`config.mk`:
```
export PLATFORM = sky130hd
export DESIGN_NAME = fust_multi
export DESIGN_NICKNAME = d
export VERILOG_FILES = /design/src/rtl/fust_multi.sv
export SDC_FILE = /design/constraint.sdc
export NUM_CORES = 1
export LEC_CHECK = 0
export CORE_AREA = 2 2 131 133
export CTS_BUF_LIST = sky130_fd_sc_hd__clkbuf_2 sky130_fd_sc_hd__clkbuf_4 sky130_fd_sc_hd__clkbuf_8
export CTS_CLUSTER_SIZE = 24
export DETAILED_ROUTE_END_ITERATION = 6
export DIE_AREA = 0 0 133 135
export GPL_TIMING_DRIVEN = 0
export PLACE_DENSITY_LB_ADDON = 0.1
export SLEW_MARGIN = 0
export SYNTH_ARGS = -nofsm -noshare
export SYNTH_HDL_FRONTEND = slang
export SYNTH_SLANG_ARGS = --single-unit
```
`constraint.sdc`:
```
create_clock -name CLK -period 4.3 [get_ports CLK]
set_input_delay 0.86 -clock CLK [delete_from_list [all_inputs] [get_ports CLK]]
set_output_delay 0.86 -clock CLK [all_outputs]
set_load 0.03 [all_outputs]
```
`src/rtl/fust_multi.sv`:
```
// rtl/fust_multi.sv - multi-entry functional-unit status table for the scoreboard
// Ports:
//   CLK            single clock; table state updates on the falling edge
//   nRST           asynchronous active-low reset, clears every entry
//   dispatch_*     write an entry (rd/rs1/rs2 fields, qj/qk producer tags)
//   dispatch_stall dispatch rejected this cycle (combinational)
//   issue_en/fu    mark a ready entry issued
//   issue_rd/rs1/rs2  combinational read of entry issue_fu (0 when out of range)
//   wb_en/wb_tag   writeback broadcast; tag k frees FU k-1 and clears matching qj/qk
//   busy/ready     per-entry occupancy and issue readiness
// Optional feature macro: FUST_MULTI_WB_BYPASS_EN forwards a concurrent
//   writeback tag into the dispatched qj/qk instead of stalling the dispatch.
module fust_multi #(
  parameter int NUM_FU = 4,
  parameter int REG_W  = 5,
  parameter int FU_W   = $clog2(NUM_FU),
  parameter int TAG_W  = $clog2(NUM_FU + 1)
) (
  input  logic              CLK,
  input  logic              nRST,
  input  logic              dispatch_en,
  input  logic [FU_W-1:0]   dispatch_fu,
  input  logic [REG_W-1:0]  dispatch_rd,
  input  logic [REG_W-1:0]  dispatch_rs1,
  input  logic [REG_W-1:0]  dispatch_rs2,
  input  logic [TAG_W-1:0]  dispatch_qj,
  input  logic [TAG_W-1:0]  dispatch_qk,
  output logic              dispatch_stall,
  input  logic              issue_en,
  input  logic [FU_W-1:0]   issue_fu,
  output logic [REG_W-1:0]  issue_rd,
  output logic [REG_W-1:0]  issue_rs1,
  output logic [REG_W-1:0]  issue_rs2,
  input  logic              wb_en,
  input  logic [TAG_W-1:0]  wb_tag,
  output logic [NUM_FU-1:0] busy,
  output logic [NUM_FU-1:0] ready
);

  // One extra bit on the index limit so NUM_FU itself is representable.
  localparam logic [FU_W:0]    FU_LIM  = (FU_W + 1)'(NUM_FU);
  localparam logic [TAG_W-1:0] TAG_MAX = TAG_W'(NUM_FU);

  logic [NUM_FU-1:0] busy_q;
  logic [NUM_FU-1:0] issued_q;
  logic [REG_W-1:0]  rd_q  [NUM_FU];
  logic [REG_W-1:0]  rs1_q [NUM_FU];
  logic [REG_W-1:0]  rs2_q [NUM_FU];
  logic [TAG_W-1:0]  qj_q  [NUM_FU];
  logic [TAG_W-1:0]  qk_q  [NUM_FU];

  logic              wb_valid;
  logic              disp_in_range;
  logic              disp_accept;
  logic              struct_stall;
  logic              dep_stall;
  logic [NUM_FU-1:0] disp_hit;
  logic [NUM_FU-1:0] free_hit;
  logic [NUM_FU-1:0] issue_hit;
  logic [NUM_FU-1:0] ready_int;
  logic [TAG_W-1:0]  new_qj;
  logic [TAG_W-1:0]  new_qk;

  always_comb begin
    wb_valid      = wb_en && (wb_tag != '0) && (wb_tag <= TAG_MAX);
    disp_in_range = ({1'b0, dispatch_fu} < FU_LIM);
    for (int i = 0; i < NUM_FU; i++) begin
      disp_hit[i]  = disp_in_range && (dispatch_fu == FU_W'(i));
      free_hit[i]  = wb_valid && (wb_tag == TAG_W'(i + 1));
      issue_hit[i] = issue_en && (issue_fu == FU_W'(i));
      ready_int[i] = busy_q[i] && !issued_q[i] && (qj_q[i] == '0) && (qk_q[i] == '0);
    end
    // A busy target is still usable when writeback frees it on this same edge.
    struct_stall = |(disp_hit & busy_q & ~free_hit);
`ifdef FUST_MULTI_WB_BYPASS_EN
    dep_stall = 1'b0;
    new_qj    = (wb_valid && (dispatch_qj == wb_tag)) ? '0 : dispatch_qj;
    new_qk    = (wb_valid && (dispatch_qk == wb_tag)) ? '0 : dispatch_qk;
`else
    // Without forwarding, a tag completing this cycle would be stored stale; retry instead.
    dep_stall = wb_en && (wb_tag != '0) &&
                ((dispatch_qj == wb_tag) || (dispatch_qk == wb_tag));
    new_qj    = dispatch_qj;
    new_qk    = dispatch_qk;
`endif
    dispatch_stall = nRST && dispatch_en && disp_in_range && (struct_stall || dep_stall);
    disp_accept    = dispatch_en && disp_in_range && !dispatch_stall;
  end

  always_comb begin
    issue_rd  = '0;
    issue_rs1 = '0;
    issue_rs2 = '0;
    for (int i = 0; i < NUM_FU; i++) begin
      if (issue_fu == FU_W'(i)) begin
        issue_rd  = rd_q[i];
        issue_rs1 = rs1_q[i];
        issue_rs2 = rs2_q[i];
      end
    end
  end

  always_ff @(negedge CLK or negedge nRST) begin
    if (!nRST) begin
      busy_q   <= '0;
      issued_q <= '0;
      for (int i = 0; i < NUM_FU; i++) begin
        rd_q[i]  <= '0;
        rs1_q[i] <= '0;
        rs2_q[i] <= '0;
        qj_q[i]  <= '0;
        qk_q[i]  <= '0;
      end
    end else begin
      for (int i = 0; i < NUM_FU; i++) begin
        if (disp_accept && disp_hit[i]) begin
          // Dispatch wins over writeback and issue on the same entry.
          busy_q[i]   <= 1'b1;
          issued_q[i] <= 1'b0;
          rd_q[i]     <= dispatch_rd;
          rs1_q[i]    <= dispatch_rs1;
          rs2_q[i]    <= dispatch_rs2;
          qj_q[i]     <= new_qj;
          qk_q[i]     <= new_qk;
        end else begin
          if (free_hit[i]) begin
            busy_q[i]   <= 1'b0;
            issued_q[i] <= 1'b0;
          end else if (issue_hit[i] && ready_int[i]) begin
            issued_q[i] <= 1'b1;
          end
          if (wb_valid && (qj_q[i] == wb_tag)) qj_q[i] <= '0;
          if (wb_valid && (qk_q[i] == wb_tag)) qk_q[i] <= '0;
        end
      end
    end
  end

  assign busy  = busy_q;
  assign ready = ready_int;

endmodule

```
==> flow_summary.ini <==
[clock_tree]
postCtsHoldBufs = 0
cts.sinks = 92
h-tree-depth = 3
cts_tree = built
clk-insertion-delay-late_ps = 350
root_buffer = clkbuf_8
cts_buffers = 9
clk_pin_slew_worst_paths_ps = 60
clockBufferDepth = 2

[place]
place_congestion = 0.746
pre_cts_ws_ps = -1240
placed_cell_area_um2 = 5650
port_buffers = 51
hpwl_um = 8030
dpl.cell_count = 609

[synthesis]
synth_top_cell_by_area = dfrtn_1
synth_top_area_share_pct = 48.8
synth_nets = 370
synth-seq-cells = 92
synthTopCellsByArea = dfrtn_1 49%, mux2_4 11%, mux4_2 7.2%
synth_warnings = 0
synth_top_flop_cell = dfrtn_1
syn_area_um2 = 4720
synth-seq-area-share_pct = 48.8
synth.distinct_cells = 43
synth-edff-count = 0
syn_area_per_cell_um2 = 14.0
netlist_instances = 337
async_flop_share_pct = 100

[setup_path]
worst-setup-path-type = flop to output port
slowest_delay_ps = 550
worstPathArrival_ps = 3950
critPathRequiredTime_ps = 3440
crit_fanout = 2
worst_setup_path_end_kind = output port
cp-start-kind = flop
crit_chain = or4_4 > nor4b_4 > buf_6
cp_slowest_cell = or4_4

[power]
p_leak_nw = 3.14
vdd_drop_max_mv = 0.145
total_power_mw = 3.22
power.density_nw_per_um2 = 481

[status]
violations = negative setup slack
status = complete, but fails checks

[finish]
fin_util_pct = 40.9
syn_to_final_growth_pct = 42.0
num-fill-cells = 1561
multi_input_area_um2 = 2470
design_area_um2 = 6700
drive_gt1_share_pct = 49.5
nNetsFinal = 487
final_cells = 679
antenna_cells = 0
seqCellArea_um2 = 2300

[global_route]
grt_pass1_vias = 3436
grt_max_degree = 27
grt_pass1_wl_um = 20300
grt_util_all_layers_pct = 15.0
antenna_found_initial = 0
overflow = 0

[floorplan]
ios = 57
std_cell_rows = 47
start_util_pct = 28.8
fp.dieH_um = 135
coreArea_um2 = 16400
floorplan.die.width_um = 133
die_area_um2 = 18000

[sta]
fin_skew_ps = 9.18
finalMaxSlewViolations = 0
tightest_slew_ps = 793
rsz0062_at_grt = true
fin_ws_ps = -505
finalHoldViolCount = 0
finalSetupViolations = 67
fin_setup_tns_ps = -6080
slew_headroom_pct = 47.2
holdWs_ps = 452

[routing]
vias = 3161
first_pass_iters = 4
wl_per_cell_um = 18.7
drt-initial-drc-count = 96
drc = 0
postRouteAntennaNets = 0
routed_wl_um = 12700
via_per_inst = 4.66

[min_path]
min-delay-path-class = flop to flop

[job]
max_cap_violations = 0
metal layers:
metal	vias to the layer above	routed length (um)	GRT usage [%]
met1	1639	5970	20.9
met3	12	436	2.52
met2	60	6100	23.9
met4	0	172	5.20
li1	1450	-	-
met5	-	0	0
worst paths after layout:
kind / slack [ps] / end / cells after the start / start
worst max-delay path: -510 / ready[3] / 3 / qj_q[2]
worst min register to register: 450 / rd_q[12] / 1 / rd_q[12]
worst max register to register: 2520 / rs1_q[8] / 6 / busy[0]
worst min-delay path: 450 / rd_q[12] / 1 / rd_q[12]
min in group asynchronous: 2360 / rs2_q[16] / 1 / nRST
max in group asynchronous: 1390 / rs1_q[9] / 2 / nRST
sequential cells by signal, summed over array words and instances (netlist names):
register / cells
rd_q: 20
rs2_q: 20
rs1_q: 20
qj_q: 12
qk_q: 12
busy: 4
issued_q: 4
cell usage after synthesis (2+ instances only):
cell / instances
a22o_1: 6
mux2_2: 24
nor4_1: 2
buf_6: 8
xor2_1: 6
dfrtn_1: 92
nand4_1: 6
and4b_1: 4
buf_4: 3
mux4_2: 15
nor4b_1: 3
inv_1: 10
nand2_1: 20
or4_1: 3
mux2_4: 36
mux2i_1: 18
nand4_4: 2
nor3_2: 2
clkbuf_1: 4
and4_1: 2
buf_2: 5
and2_1: 4
a21oi_1: 5
o21ai_0: 5
nor2_1: 11
xnor2_1: 24
cell usage in the layout (no fill, tap or decap), drive strengths merged, types with 2 or more instances in the layout:
cell type	instances
dlygate4sd2	3
xor2	6
buf	96
dfrtn	92
nor4	2
bufbuf	3
clkbuf	17
xnor2	24
inv	12
nor2	11
a22o	6
clkinv	2
mux4	15
mux2	60
o21ai	6
nand3	2
nand4	8
a21oi	5
nor3	2
nor4b	3
clkdlybuf4s15	2
and2	4
clkdlybuf4s50	16
or4	3
mux2i	18
nand2	20
and4	2
and4b	4
worst max-delay path, delay by kind of cell, from the launching register on:
family / cells / cell delay (ps)
buffers and inverters: 1 / 190
and+or+nand+nor: 2 / 910
DFF: 1 / 340
cell type report:
| cell class | instances | share of cell area (%) |
|---|---|---|
| Clock buffer | 11 | 2.16 |
| Buffer | 17 | 3.60 |
| Inverter | 10 | 0.560 |
| Multi-Input combinational cell | 215 | 36.9 |
| Tap cell | 220 | 4.11 |
| Timing Repair Buffer | 109 | 17.3 |
| Sequential cell | 92 | 34.3 |
| Clock inverter | 5 | 1.01 |
power by group:
group | leakage [nW] | switching, mW | internal, mW | total, mW
clock | 0.109 | 0.342 | 0.300 | 0.642
combinational | 1.92 | 0.497 | 0.739 | 1.24
sequential | 1.11 | 0.186 | 1.16 | 1.34
total | 3.14 | 1.03 | 2.20 | 3.22
cell families after synthesis:
logic type      count (synthesis)  synth area share, %
compound gates                 22                 3.90
flops                          92                 48.8
buf+inv                        30                 4.03
mux                            93                 28.2
simple gates                   70                 9.57
xor+xnor                       30                 5.57
what timing repair did:
action | CTS | global route
setup endpoints to repair | 116 | 108
endpoints found under the hold margin | 0 | 0
pin swaps | 17 | 9
gates resized for setup | 235 | 20
setup buffers | 40 | 13
cloned | 6 | 0
No activity file was read; power rests on OpenSTA's default activity.
